File: src/rtl/rat_ret_stack.sv
// Return-address stack feeding the PC mux; FROM_STACK is registered and valid one cycle after a push/pop.
// No backpressure: a push while full is dropped and flagged, a pop while empty is ignored and flagged.
module rat_ret_stack #(
  parameter int ADDR_W = 10,
  parameter int DEPTH  = 8
) (
  input  logic                         CLK,
  input  logic                         RST_N,
  input  logic                         PUSH,
  input  logic                         POP,
  input  logic [ADDR_W-1:0]            PUSH_DATA,
  input  logic                         CLR_ERR,
  output logic [ADDR_W-1:0]            FROM_STACK,
  output logic [$clog2(DEPTH+1)-1:0]   COUNT,
  output logic                         FULL,
  output logic                         EMPTY,
  output logic                         OVERFLOW,
  output logic                         UNDERFLOW
);

  localparam int CNT_W = $clog2(DEPTH + 1);
  localparam int IDX_W = $clog2(DEPTH);

  localparam logic [CNT_W-1:0] CNT_ZERO = '0;
  localparam logic [CNT_W-1:0] CNT_ONE  = CNT_W'(1);
  localparam logic [CNT_W-1:0] CNT_TWO  = CNT_W'(2);
  localparam logic [CNT_W-1:0] CNT_FULL = CNT_W'(DEPTH);

  logic [ADDR_W-1:0] entries [DEPTH];

  logic [CNT_W-1:0]  count_q;
  logic [CNT_W-1:0]  count_nxt;
  logic [ADDR_W-1:0] top_q;
  logic [ADDR_W-1:0] top_nxt;
  logic              ovf_q;
  logic              unf_q;
  logic              ovf_set;
  logic              unf_set;
  logic              wr_en;
  logic [IDX_W-1:0]  wr_idx;
  logic              is_full;
  logic              is_empty;

  assign is_full  = (count_q == CNT_FULL);
  assign is_empty = (count_q == CNT_ZERO);

  assign FROM_STACK = top_q;
  assign COUNT      = count_q;
  assign FULL       = is_full;
  assign EMPTY      = is_empty;
  assign OVERFLOW   = ovf_q;
  assign UNDERFLOW  = unf_q;

  always_comb begin
    count_nxt = count_q;
    top_nxt   = top_q;
    wr_en     = 1'b0;
    wr_idx    = '0;
    ovf_set   = 1'b0;
    unf_set   = 1'b0;

    case ({PUSH, POP})
      2'b10: begin
        if (is_full) begin
          ovf_set = 1'b1;
        end else begin
          wr_en     = 1'b1;
          wr_idx    = IDX_W'(count_q);
          count_nxt = count_q + CNT_ONE;
          top_nxt   = PUSH_DATA;
        end
      end
      2'b01: begin
        if (is_empty) begin
          unf_set = 1'b1;
        end else if (count_q == CNT_ONE) begin
          count_nxt = CNT_ZERO;
          top_nxt   = '0;
        end else begin
          count_nxt = count_q - CNT_ONE;
          top_nxt   = entries[IDX_W'(count_q - CNT_TWO)];
        end
      end
      2'b11: begin
        // Push+pop is a top replace; on an empty stack it degrades to a plain push.
        wr_en   = 1'b1;
        top_nxt = PUSH_DATA;
        if (is_empty) begin
          unf_set   = 1'b1;
          wr_idx    = '0;
          count_nxt = CNT_ONE;
        end else begin
          wr_idx = IDX_W'(count_q - CNT_ONE);
        end
      end
      default: begin
      end
    endcase
  end

  always_ff @(posedge CLK or negedge RST_N) begin
    if (!RST_N) begin
      count_q <= '0;
      top_q   <= '0;
      ovf_q   <= 1'b0;
      unf_q   <= 1'b0;
    end else begin
      count_q <= count_nxt;
      top_q   <= top_nxt;
      // A new error event in the clearing cycle keeps the flag set.
      ovf_q   <= ovf_set | (ovf_q & ~CLR_ERR);
      unf_q   <= unf_set | (unf_q & ~CLR_ERR);
    end
  end

  always_ff @(posedge CLK) begin
    if (RST_N && wr_en) begin
      entries[wr_idx] <= PUSH_DATA;
    end
  end

endmodule

File: config.mk
export PLATFORM = sky130hd
export DESIGN_NAME = rat_ret_stack
export DESIGN_NICKNAME = d
export VERILOG_FILES = /design/src/rtl/rat_ret_stack.sv
export SDC_FILE = /design/constraint.sdc
export NUM_CORES = 1
export LEC_CHECK = 0
export CAP_MARGIN = 20
export CORE_MARGIN = 4
export CORE_UTILIZATION = 30
export DETAILED_ROUTE_END_ITERATION = 6
export SYNTH_ARGS = -nofsm -noshare
export SYNTH_HDL_FRONTEND = slang
export SYNTH_SLANG_ARGS = --single-unit
File: constraint.sdc
create_clock -name CLK -period 3.2 [get_ports CLK]
set_clock_uncertainty 0.05 [all_clocks]
set_input_delay 0.8 -clock CLK [delete_from_list [all_inputs] [get_ports CLK]]
set_output_delay 0.8 -clock CLK [all_outputs]
set_load 0.1 [all_outputs]
; ---- After elaboration in Yosys (flattened, before gate mapping)
; Memories as Yosys holds them, arrays and structs flattened.
; Cells that the tools add are included.
[classes]
add_sub_neg = 3
eq_ne = 8
mux = 20
n_bitwise = 5
reduce_logical = 6
[op_table]
columns = op, count
row1 = $mux 10, 3
row2 = $pmux 10 s3, 1
row3 = $mux 4, 4
row4 = $pmux 4 s3, 1
row5 = $mux 1, 7
row6 = $mux 3, 2
row7 = $ne 2x2->1 const B, 3
row8 = $pmux 3 s2, 1
row9 = $add 4x1->4 const B, 1
row10 = $eq 2x2->1 const B, 2
row11 = $eq 4x1->1 const B, 1
row12 = $eq 4x4->1 const B, 1
row13 = $logic_not 4->1, 1
row14 = $reduce_and 4->1, 1
row15 = $sub 4x1->4 const B, 1
row16 = $reduce_and 3->1, 1
row17 = $reduce_bool 3->1, 1
row18 = $sub 3x2->3 const B, 1
row19 = $and 1x1->1, 2
row20 = $eq 2x1->1 const B, 1
row21 = $or 1x1->1, 2
row22 = $pmux 1 s2, 1
row23 = $reduce_or 2->1, 1
row24 = $logic_and 1x1->1, 1
row25 = $not 1->1, 1
[totals]
register_bits = 16
mem_bits_rw = 80
input_bits = 15
memories = 1
[memory_table]
columns = name, words, word_bits, read_ports, rd_clocked_by_memory_dff, write_ports, line_no
row1 = entries, 8, 10, 1, 0, 1, 29  ; logic [ADDR_W-1:0] entries [DEPTH];

; ---- Depth between registers and ports, before layout
; Gate-level depths: netlist of the first run.
[depth]
ltp_word = 6
mapped_depth = 11
depth_no_buf = 7

; ---- Worst setup path before layout of the first run
; No wires, ideal clock.
[synth_timing]
kind = reg-to-reg
start = register count_q[0] (netlist: COUNT[0])
end = memory entries[1][0] (enable)
arrival_time_ps = 3554
required_ps = 2774
setup_slack_ps = -781
path_stages_with_launch = 11
synth_period_minus_slack_ps = 3981
path_cell_list = dfrtp_1 -> buf_6 -> buf_6 -> buf_2 -> inv_1 -> ha_1 -> or3b_4 -> inv_1 -> o22ai_1 -> nand3_1 -> nor2_1
[synth_between]
elab_cells_between_ends = 11
[synth_rtl]
columns = element, line_no
row1 = from (decl), 31  ; logic [CNT_W-1:0] count_q;
row2 = from (signal assigned), 108  ; count_q <= count_nxt;
row3 = $logic_not 4->1, 45  ; assign is_empty = (count_q == CNT_ZERO);
row4 = via EMPTY, 16  ; output logic EMPTY,
row5 = $mux 3, 88  ; if (is_empty) begin
row6 = $pmux 3 s2, 62  ; case ({PUSH, POP})
row7 = to (decl), 29
; The timed path passes the listed nets, and every way through them passes these cells.

; ---- Final worst setup path of the first run
[layout_timing]
start = register count_q[1] (netlist: COUNT[1])
end = output EMPTY
[layout_between]
elab_chain_cells = 1
[layout_lines]
columns = element, line_no
row1 = $logic_not 4->1, 45
row2 = to (decl), 16
; Every way passes these cells.

==> impl_metrics.env, run 1 <==
export IMPL_fin_util=0.385
export IMPL_cpPeakStageDelay_ns=0.54
export IMPL_cpMaxStageDelayCell="dfrtp_4"
export IMPL_die_width_um=126
export IMPL_grt_pass1_vias=2473
export IMPL_setup_viol=0
export IMPL_syn_to_final_growth_pct=23.6
export IMPL_insertion_delay_ns=0.34
export IMPL_cts_tree="built"
export IMPL_path_buf_inv=3
export IMPL_syn_nets=280
export IMPL_worst_slack_ns=0.376
export IMPL_synthTopCellsByArea="edfxtp_1 57%, mux4_2 11%, dfrtp_1 9.6%, mux2_2 2.7%, ha_1 2.1%"
export IMPL_synth_top_area_cell="edfxtp_1"
export IMPL_path_delay_family="flip-flops"
export IMPL_clock_sinks=96
export IMPL_final_cells=484
export IMPL_antenna_found_initial=0
export IMPL_outcome="completed"
export IMPL_post_cts_resize_count=0
export IMPL_p_switching_mw=2.06
export IMPL_intPower_mw=3.01
export IMPL_period_needed_ns=2.82
export IMPL_synth_seq_cells=96
export IMPL_total_power_mw=5.07
export IMPL_rows=42
export IMPL_num_vias=2360
export IMPL_pwr_share_seq=0.318
export IMPL_synth_area_mm2=0.00419
export IMPL_clkSlewWorstSetupHoldPaths_ns=0.07
export IMPL_nets=325
export IMPL_ant_nets=0
export IMPL_critPathKind="reg2out"
export IMPL_drtPass1Iterations=4
export IMPL_grt_pass1_wl_mm=13.6
export IMPL_tightestPinTransition_ns=0.569
export IMPL_drc=0
export IMPL_ir_drop_v=0.000254
export IMPL_holdWs_ns=0.483
export IMPL_dp_cells=468
export IMPL_root_buffer="clkbuf_16"
export IMPL_grt_overflow=0
export IMPL_diodes=0
export IMPL_hold_path_class="reg2reg"
export IMPL_avgSynthCellArea_um2=16.2
export IMPL_swShare=0.406
export IMPL_final_max_slew_viol_count=0
export IMPL_ios=33
export IMPL_finalCritPeriodShare=0.883
export IMPL_crit_path_max_fanout=8
export IMPL_comb_power_share=0.463
export IMPL_h_tree_depth=3
export IMPL_synth_top_area_frac=0.573
export IMPL_grtUsageTotal=0.113
export IMPL_wl_mm=8.93
export IMPL_maxCapViolations=0
export IMPL_pwr_share_clk=0.219
export IMPL_gp_congestion=0.843
export IMPL_coreArea_mm2=0.0135
export IMPL_p_leak_nw=1.77
export IMPL_stdcell_area_mm2=0.00518
export IMPL_seq_area_frac_synth=0.669
export IMPL_preCtsSetupSlack_ns=0.161
export IMPL_post_cts_buffers=0
export IMPL_die_h_um=126
export IMPL_cts_buffers=9
export IMPL_rsz0062_at_grt="no"
export IMPL_drive_gt1_frac=0.321
export IMPL_worst_endpoint_required_ns=2.35
export IMPL_startpoint_type="register"
export IMPL_cts_path_max_buffers=2
export IMPL_start_util=0.312
export IMPL_first_iter_violations=203
export IMPL_crit_arrival_ns=1.97
export IMPL_detail_route_wl_per_cell_um=18.5
export IMPL_cts_hold_buf=0
export IMPL_max_freq_ghz=0.354
export IMPL_grt_max_degree=30
export IMPL_cellPowerDensity_mw_per_mm2=977
export IMPL_hpwl_mm=5.82
export IMPL_relSlewSlack=0.610
export IMPL_post_dp_cell_area_mm2=0.00487
export IMPL_via_per_inst=4.88
export IMPL_dieArea_mm2=0.0159
export IMPL_yosysWarnings=0
export IMPL_numPortBuffers=32
export IMPL_cp_end_kind="primary output"
export IMPL_setup_tns_ns=0
export IMPL_syn_inst=258
export IMPL_yosysUniqueCellTypes=43
export IMPL_crit_path_cell_trace="inv_1 > ha_4 > or3b_4 > clkinvlp_4 > buf_12"
export IMPL_hold_viol_final=0
## power groups by stage
stage | clock [mW] | combinational (mW) | sequential (mW)
finish | 1.11 | 2.34 | 1.61
global route | 1.19 | 2.49 | 1.64
CTS | 1.14 | 2.37 | 1.62
detailed placement | 0 | 2.36 | 1.64
global placement | 0 | 2.35 | 1.64
floorplan | 0 | 1.26 | 2.25
## synthesized netlist by cell type, drive strengths merged
master and count:
nand3b 2, nor3b 1, clkbuf 7, dfrtp 16, or3b 2, nor2 19
nand2 4, o21ai 5, mux2i 2, a21oi 14, inv 11, nor2b 5
a211oi 3, a2111oi 2, mux4 20, o211ai 1, edfxtp 80, ha 7
o22ai 4, nand3 3, a21bo 1, nand4bb 1, a22oi 10, nand2b 4
buf 8, and3 1, a32o 1, o221a 1, a221oi 1, and2 1
a31oi 1, or2b 1, o21a 1, nand4b 1, o2bb2ai 1, a311oi 1
xnor2 1, mux2 10, nor3 4
## per-layer routing
layer | vias to the layer above | part of all wire | track usage
met2 | 75 | 0.50 | 0.189
met4 | 0 | 0.016 | 0.0385
li1 | 1111 | - | -
met3 | 10 | 0.074 | 0.0296
met1 | 1164 | 0.41 | 0.143
met5 | - | 0 | 0
## worst reg2reg max path, stage by stage (launching register included)
cell      delay (ns)
dfrtp_4         0.54
inv_1           0.13
buf_4           0.25
ha_1            0.26
nand3b_1        0.11
o21ai_0         0.26
or3b_4          0.45
nor3_4          0.23
buf_12          0.17
## path summary, 6_finish.rpt
kind / start / end / slack (ns) / depth (start not counted)
setup / recovery: COUNT[1] / EMPTY / 0.38 / 5
hold / removal: FROM_STACK[1] / FROM_STACK[1] / 0.48 / 2
setup reg to reg: COUNT[1] / entries[4][6] / 0.45 / 8
min in group asynchronous: RST_N / OVERFLOW / 0.92 / 2
max in group asynchronous: RST_N / COUNT[0] / 1.96 / 2
hold reg to reg: FROM_STACK[1] / FROM_STACK[1] / 0.48 / 2
## area by class of cell
| class | count | area (µm²) |
|---|---|---|
| Fill cell | 1262 | 8270 |
| Sequential cell | 96 | 2810 |
| Multi-Input combinational cell | 136 | 1340 |
| Timing Repair Buffer | 49 | 453 |
| Clock buffer | 10 | 239 |
| Tap cell | 176 | 220 |
| Clock inverter | 6 | 75.1 |
| Inverter | 11 | 45.0 |
## sequential cells by signal (all words and copies together) (netlist names)
signal and count:
OVERFLOW 1, FROM_STACK 10, entries 80, COUNT 4, UNDERFLOW 1
## cell families after synthesis
logic type | after synthesis | share of synthesized area
AOI/OAI and AO/OA | 47 | 0.0749
xor gates and xnor gates | 1 | 0.00209
adders and majority gates | 7 | 0.0209
muxes | 32 | 0.139
and+or+nand+nor | 49 | 0.0639
buffers and inverters | 26 | 0.0304
DFF | 96 | 0.669
## placed cells by master, fill, tap and decap left out, types with 5 or more instances in the layout
master / synthesis / final
buf_4: 1 / 31
clkbuf_16: 0 / 9
o21ai_0: 5 / 5
dfrtp_1: 16 / 14
inv_1: 11 / 9
a22oi_1: 10 / 10
mux4_2: 20 / 20
nor2_1: 19 / 15
edfxtp_1: 80 / 80
nor2b_1: 5 / 5
a21oi_1: 14 / 14
ha_1: 7 / 6
clkdlybuf4s50_1: 0 / 14
mux2_2: 10 / 10
No activity file was read; power rests on OpenSTA's default activity.
==> run 2: changes to the inputs <==
- ABC_AREA: default -> 1
==> impl_metrics.env, run 2 <==
export IMPL_grt_pass1_wl_mm=15.9
export IMPL_dieArea_mm2=0.0162
export IMPL_startpoint_type="register"
export IMPL_grt_max_degree=48
export IMPL_yosysWarnings=0
export IMPL_numPortBuffers=32
export IMPL_synthArstFlopShare=0.167
export IMPL_drtPass1Iterations=4
export IMPL_crit_path_max_fanout=44
export IMPL_start_util=0.307
export IMPL_antenna_found_initial=0
export IMPL_hold_viol_final=0
export IMPL_nets=462
export IMPL_syn_nets=426
export IMPL_synth_area_mm2=0.00428
export IMPL_tightestPinTransition_ns=0.577
export IMPL_outcome="completed"
export IMPL_clock_sinks=96
export IMPL_grt_pass1_vias=2952
export IMPL_rsz0062_at_grt="no"
export IMPL_syn_inst=404
export IMPL_ant_nets=0
export IMPL_coreArea_mm2=0.0139
export IMPL_critPathKind="reg2out"
export IMPL_use_met3=0.0259
export IMPL_use_met2=0.184
export IMPL_relSlewSlack=0.616
export IMPL_post_dp_cell_area_mm2=0.00479
export IMPL_clkSlewWorstSetupHoldPaths_ns=0.07
export IMPL_setup_viol=0
export IMPL_use_met1=0.178
export IMPL_diodes=0
export IMPL_p_leak_nw=1.99
export IMPL_maxCapViolations=0
export IMPL_rows=43
export IMPL_h_tree_depth=3
export IMPL_yosysMostFrequentCell="nand2_1"
export IMPL_finalCritPeriodShare=0.881
export IMPL_yosysUniqueCellTypes=28
export IMPL_pwr_share_clk=0.208
export IMPL_num_vias=2922
export IMPL_cellPowerDensity_mw_per_mm2=948
export IMPL_stdcell_area_mm2=0.00508
export IMPL_intPower_mw=2.60
export IMPL_syn_to_final_growth_pct=18.6
export IMPL_synth_adder_area_share=0.0205
export IMPL_detail_route_wl_per_cell_um=15.7
export IMPL_ys_top_cells_by_count="135 x nand2_1, 80 x edfxtp_1, 60 x nand3_1"
export IMPL_die_width_um=127
export IMPL_wl_mm=9.79
export IMPL_setup_tns_ns=0
export IMPL_worst_endpoint_required_ns=2.35
export IMPL_cts_hold_buf=0
export IMPL_synth_edf_count=80
export IMPL_ir_drop_v=0.000380
export IMPL_first_iter_violations=293
export IMPL_grtUsageTotal=0.126
export IMPL_cts_buffers=9
export IMPL_p_switching_mw=2.21
export IMPL_hpwl_mm=6.74
export IMPL_fin_util=0.364
export IMPL_synth_xor_area_share=0.00205
export IMPL_regMostFlops="entries"
export IMPL_fillers=1369
export IMPL_final_max_slew_viol_count=0
export IMPL_synth_compound_area_share=0.0567
export IMPL_avgSynthCellArea_um2=10.6
export IMPL_hold_path_class="reg2reg"
export IMPL_pwr_share_seq=0.330
export IMPL_holdWs_ns=0.474
export IMPL_synth_top_family_by_area="simple AND/OR/NAND/NOR gates"
export IMPL_grt_overflow=0
export IMPL_insertion_delay_ns=0.34
export IMPL_synth_top_area_frac=0.561
export IMPL_most_common_layout_cells="135 x nand2_1, 80 x edfxtp_1, 60 x nand3_1, 28 x buf_4, 21 x nor2_1"
export IMPL_ios=33
export IMPL_cp_end_kind="primary output"
export IMPL_synthTopCellsByArea="edfxtp_1 56%, nand2_1 12%, dfrtp_1 9.4%, nand3_1 7.0%, ha_1 2.0%"
export IMPL_swShare=0.459
export IMPL_busiest_layer="met2"
export IMPL_crit_arrival_ns=1.97
export IMPL_cts_path_max_buffers=2
export IMPL_drive_gt1_frac=0.135
export IMPL_post_cts_resize_count=0
export IMPL_via_per_inst=4.68
export IMPL_layout_commonest_cell="nand2_1"
export IMPL_synth_top_area_cell="edfxtp_1"
export IMPL_post_cts_buffers=0
export IMPL_root_buffer="clkbuf_16"
export IMPL_comb_power_share=0.462
export IMPL_cts_tree="built"
export IMPL_synth_simple_area_share=0.218
export IMPL_gp_congestion=0.826
export IMPL_synthFlopType="edfxtp_1"
export IMPL_synth_seq_cells=96
export IMPL_seq_area_frac_synth=0.655
export IMPL_synthMuxAreaShare=0
export IMPL_largest_reg_flops=80
export IMPL_max_freq_ghz=0.355
export IMPL_die_h_um=127
export IMPL_period_needed_ns=2.82
export IMPL_drc=0
[run 2: cell types whose count changed in the layout (fill, tap and decap cells not counted), sizes merged, moves of 5 or more]
cell / change
mux4: -20
mux2: -10
nand2: +135
nand3: +58
inv: +8
nor2b: -5
[run 2: layout make-up]
cell class                      count  area [µm²]  share of cell area
Sequential cell                    96        2800               0.552
Multi-Input combinational cell    267        1270               0.251
Timing Repair Buffer               45         410              0.0808
Clock buffer                        9         225              0.0444
Tap cell                          180         225              0.0444
Inverter                           21        81.3              0.0160
Clock inverter                      7        57.6              0.0113
[run 2: kinds of logic (layout without fill, tap and decap cells)]
group           Yosys count  count (layout)
buf+inv                  41              82
flops                    96              96
simple gates            222             222
fa+ha+maj                 7               7
compound gates           37              37
xor+xnor                  1               1
[run 2: final timing paths]
path | to | cells past startpoint | startpoint | slack [ns]
max | EMPTY | 5 | COUNT[0] | 0.38
min | FROM_STACK[0] | 2 | FROM_STACK[0] | 0.47
max reg2reg | entries[0][0] | 9 | COUNT[0] | 0.79
min reg2reg | FROM_STACK[0] | 2 | FROM_STACK[0] | 0.47
max in group asynchronous | FROM_STACK[2] | 2 | RST_N | 2.09
min in group asynchronous | UNDERFLOW | 2 | RST_N | 0.82
[run 2: critical path, stage by stage, from the launching register on]
cell and delay [ns]:
dfrtp_1 0.41, inv_4 0.35, ha_1 0.37, nand2_2 0.16, inv_2 0.14, buf_12 0.18
[run 2: power by group through the flow]
| stage | Combinational, mW | Clock (mW) | Sequential (mW) |
|---|---|---|---|
| final | 2.23 | 1.00 | 1.59 |
| after global routing | 2.42 | 1.08 | 1.60 |
| after CTS | 2.24 | 1.02 | 1.59 |
| after detailed placement | 2.23 | 0 | 1.62 |
| after global placement | 2.22 | 0 | 1.61 |
| after floorplan | 1.11 | 0 | 2.19 |
[run 2: metal layers]
layer / vias to the layer above / part of all wire
li1: 1455 / -
met1: 1394 / 0.49
met2: 62 / 0.45
met3: 11 / 0.043
met4: 0 / 0.016
met5: - / 0
[run 2: stage by stage]
step	power (mW)	instances	worst slack, ns
global route	5.11	625	0.271
CTS	4.85	625	0.358
floorplan	3.30	404	0.0699
finish	4.81	625	0.380
detailed placement	3.84	609	0.333
global placement	3.83	609	0.396
==> run 3: changes to the inputs <==
--- a/config.mk
+++ b/config.mk
@@ -11,4 +11,6 @@
 export CORE_UTILIZATION = 30
 export DETAILED_ROUTE_END_ITERATION = 6
+export PLACE_DENSITY = 0.54
+export SLEW_MARGIN = 25
 export SYNTH_ARGS = -nofsm -noshare
 export SYNTH_HDL_FRONTEND = slang
==> constraint.sdc (replaced) <==
create_clock -name CLK -period 3.2 [get_ports CLK]
set_clock_uncertainty 0.05 [all_clocks]
set_input_delay 0.48 -clock CLK [delete_from_list [all_inputs] [get_ports CLK]]
set_output_delay 0.48 -clock CLK [all_outputs]
set_load 0.1 [all_outputs]
==> impl_metrics.env, run 3 (synthesis gave the netlist of run 2 again) <==
export IMPL_detail_route_wl_per_cell_um=17.8
export IMPL_grt_overflow=0
export IMPL_most_common_layout_cells="135 x nand2_1, 80 x edfxtp_1, 60 x nand3_1, 34 x buf_4, 21 x nor2_1"
export IMPL_largest_reg_flops=80
export IMPL_outcome="completed"
export IMPL_ir_drop_v=0.000404
export IMPL_die_h_um=127
export IMPL_clock_sinks=96
export IMPL_hold_path_class="in2async"
export IMPL_r2r_cells=7
export IMPL_drtPass1Iterations=5
export IMPL_fillers=1396
export IMPL_r2r_end="entries[3][1]"
export IMPL_finalCritPeriodShare=0.814
export IMPL_r2r_start="COUNT[0]"
export IMPL_final_max_slew_viol_count=0
export IMPL_path_buf_inv=1
export IMPL_coreArea_mm2=0.0139
export IMPL_cellPowerDensity_mw_per_mm2=962
export IMPL_cp_end_kind="register"
export IMPL_num_vias=3071
export IMPL_wl_mm=11.2
export IMPL_grtUsageTotal=0.147
export IMPL_cts_buffers=9
export IMPL_rsz0062_at_grt="no"
export IMPL_insertion_delay_ns=0.35
export IMPL_nets=467
export IMPL_cts_hold_buf=0
export IMPL_grt_pass1_vias=3129
export IMPL_first_iter_violations=261
export IMPL_cts_path_max_buffers=2
export IMPL_numPortBuffers=32
export IMPL_holdWs_ns=0.462
export IMPL_max_freq_ghz=0.384
export IMPL_period_needed_ns=2.61
export IMPL_gp_congestion=0.817
export IMPL_critPathKind="reg2reg"
export IMPL_diodes=0
export IMPL_post_cts_buffers=0
export IMPL_dieArea_mm2=0.0162
export IMPL_rows=43
export IMPL_syn_to_final_growth_pct=19.4
export IMPL_cpPeakStageDelay_ns=0.73
export IMPL_crit_path_cell_trace="inv_4 > ha_1 > nand3_4 > nand2_2 > a21boi_2 > nand2_1 > nor2_1"
export IMPL_worst_endpoint_required_ns=3.13
export IMPL_regMostFlops="entries"
export IMPL_cts_tree="built"
export IMPL_tightestPinTransition_ns=0.937
export IMPL_ios=33
export IMPL_post_cts_resize_count=0
export IMPL_crit_arrival_ns=2.53
export IMPL_maxCapViolations=0
export IMPL_grt_pass1_wl_mm=17.9
export IMPL_relSlewSlack=0.373
export IMPL_setup_tns_ns=0
export IMPL_root_buffer="clkbuf_16"
export IMPL_p_leak_nw=2.01
export IMPL_drc=0
export IMPL_ant_nets=0
export IMPL_layout_commonest_cell="nand2_1"
export IMPL_cpMaxStageDelayCell="nor2_1"
export IMPL_r2r_slack_ns=0.59
export IMPL_via_per_inst=4.87
export IMPL_path_delay_family="simple AND/OR/NAND/NOR gates"
export IMPL_crit_path_max_fanout=16
export IMPL_startpoint_type="register"
export IMPL_setup_viol=0
export IMPL_h_tree_depth=3
export IMPL_clkSlewWorstSetupHoldPaths_ns=0.07
export IMPL_drive_gt1_frac=0.144
export IMPL_hold_viol_final=0
export IMPL_grt_max_degree=47
export IMPL_die_width_um=127
export IMPL_start_util=0.307
export IMPL_antenna_found_initial=0
export IMPL_hpwl_mm=7.66
-- run 3: cell count changes in the layout (fill, tap and decap cells not counted) --
cell / previous run / this run
buf_12: 3 / 2
clkinv_4: 3 / 2
clkinvlp_4: 3 / 2
clkinv_8: 0 / 1
inv_6: 1 / 2
buf_4: 28 / 34
-- run 3: worst reg2reg max path, stage by stage, from the launching register on --
cell and delay (ns):
dfrtp_1 0.42, inv_4 0.12, ha_1 0.28, nand3_4 0.12, nand2_2 0.19, a21boi_2 0.21, nand2_1 0.10, nor2_1 0.73
-- run 3: final cells by class --
cell class	instances	area, µm²	area share
flip-flops and latches	96	2800	0.548
repair buffers	50	435	0.0852
clock inverters	7	66.3	0.0130
clock buffers	9	225	0.0441
well taps	180	225	0.0441
multi-input cells	267	1270	0.249
inverters	21	81.3	0.0159
-- run 3: metal layers --
layer | vias to the layer above | global-route usage | wire (µm)
met2 | 97 | 0.228 | 5080
met5 | - | 0 | 0
met3 | 7 | 0.0385 | 745
met4 | 0 | 0.0353 | 93
li1 | 1460 | - | -
met1 | 1507 | 0.207 | 5290
-- run 3: per-stage QoR --
step | setup WS [ns] | power (mW) | utilization | std cells | instance area [µm²]
after global placement | 0.470 | 3.92 | 0.346 | 614 | 4820
after global routing | 0.434 | 5.22 | 0.367 | 630 | 5110
after CTS | 0.584 | 4.97 | 0.367 | 630 | 5110
after detailed placement | 0.430 | 3.93 | 0.346 | 614 | 4820
after floorplan | 0.137 | 3.30 | - | 404 | 4280
final | 0.594 | 4.92 | 0.367 | 630 | 5110
-- run 3: worst max path at each step --
stage,start,end,slack [ns],cells past startpoint
final,COUNT[0],entries[3][1],0.59,7
after CTS,COUNT[0],entries[3][1],0.58,7
after detailed placement,PUSH,entries[3][1],0.43,7
after global routing,COUNT[0],entries[3][1],0.43,7
after global placement,PUSH,entries[3][0],0.47,8
after floorplan,COUNT[0],entries[0][0],0.14,9
-- run 3: power breakdown --
group | internal (mW) | leakage, nW | total (mW) | switching, mW
Clock | 0.541 | 0.135 | 1.04 | 0.496
Sequential | 1.51 | 0.913 | 1.62 | 0.110
Combinational | 0.567 | 0.966 | 2.26 | 1.70
Total | 2.61 | 2.01 | 4.92 | 2.30
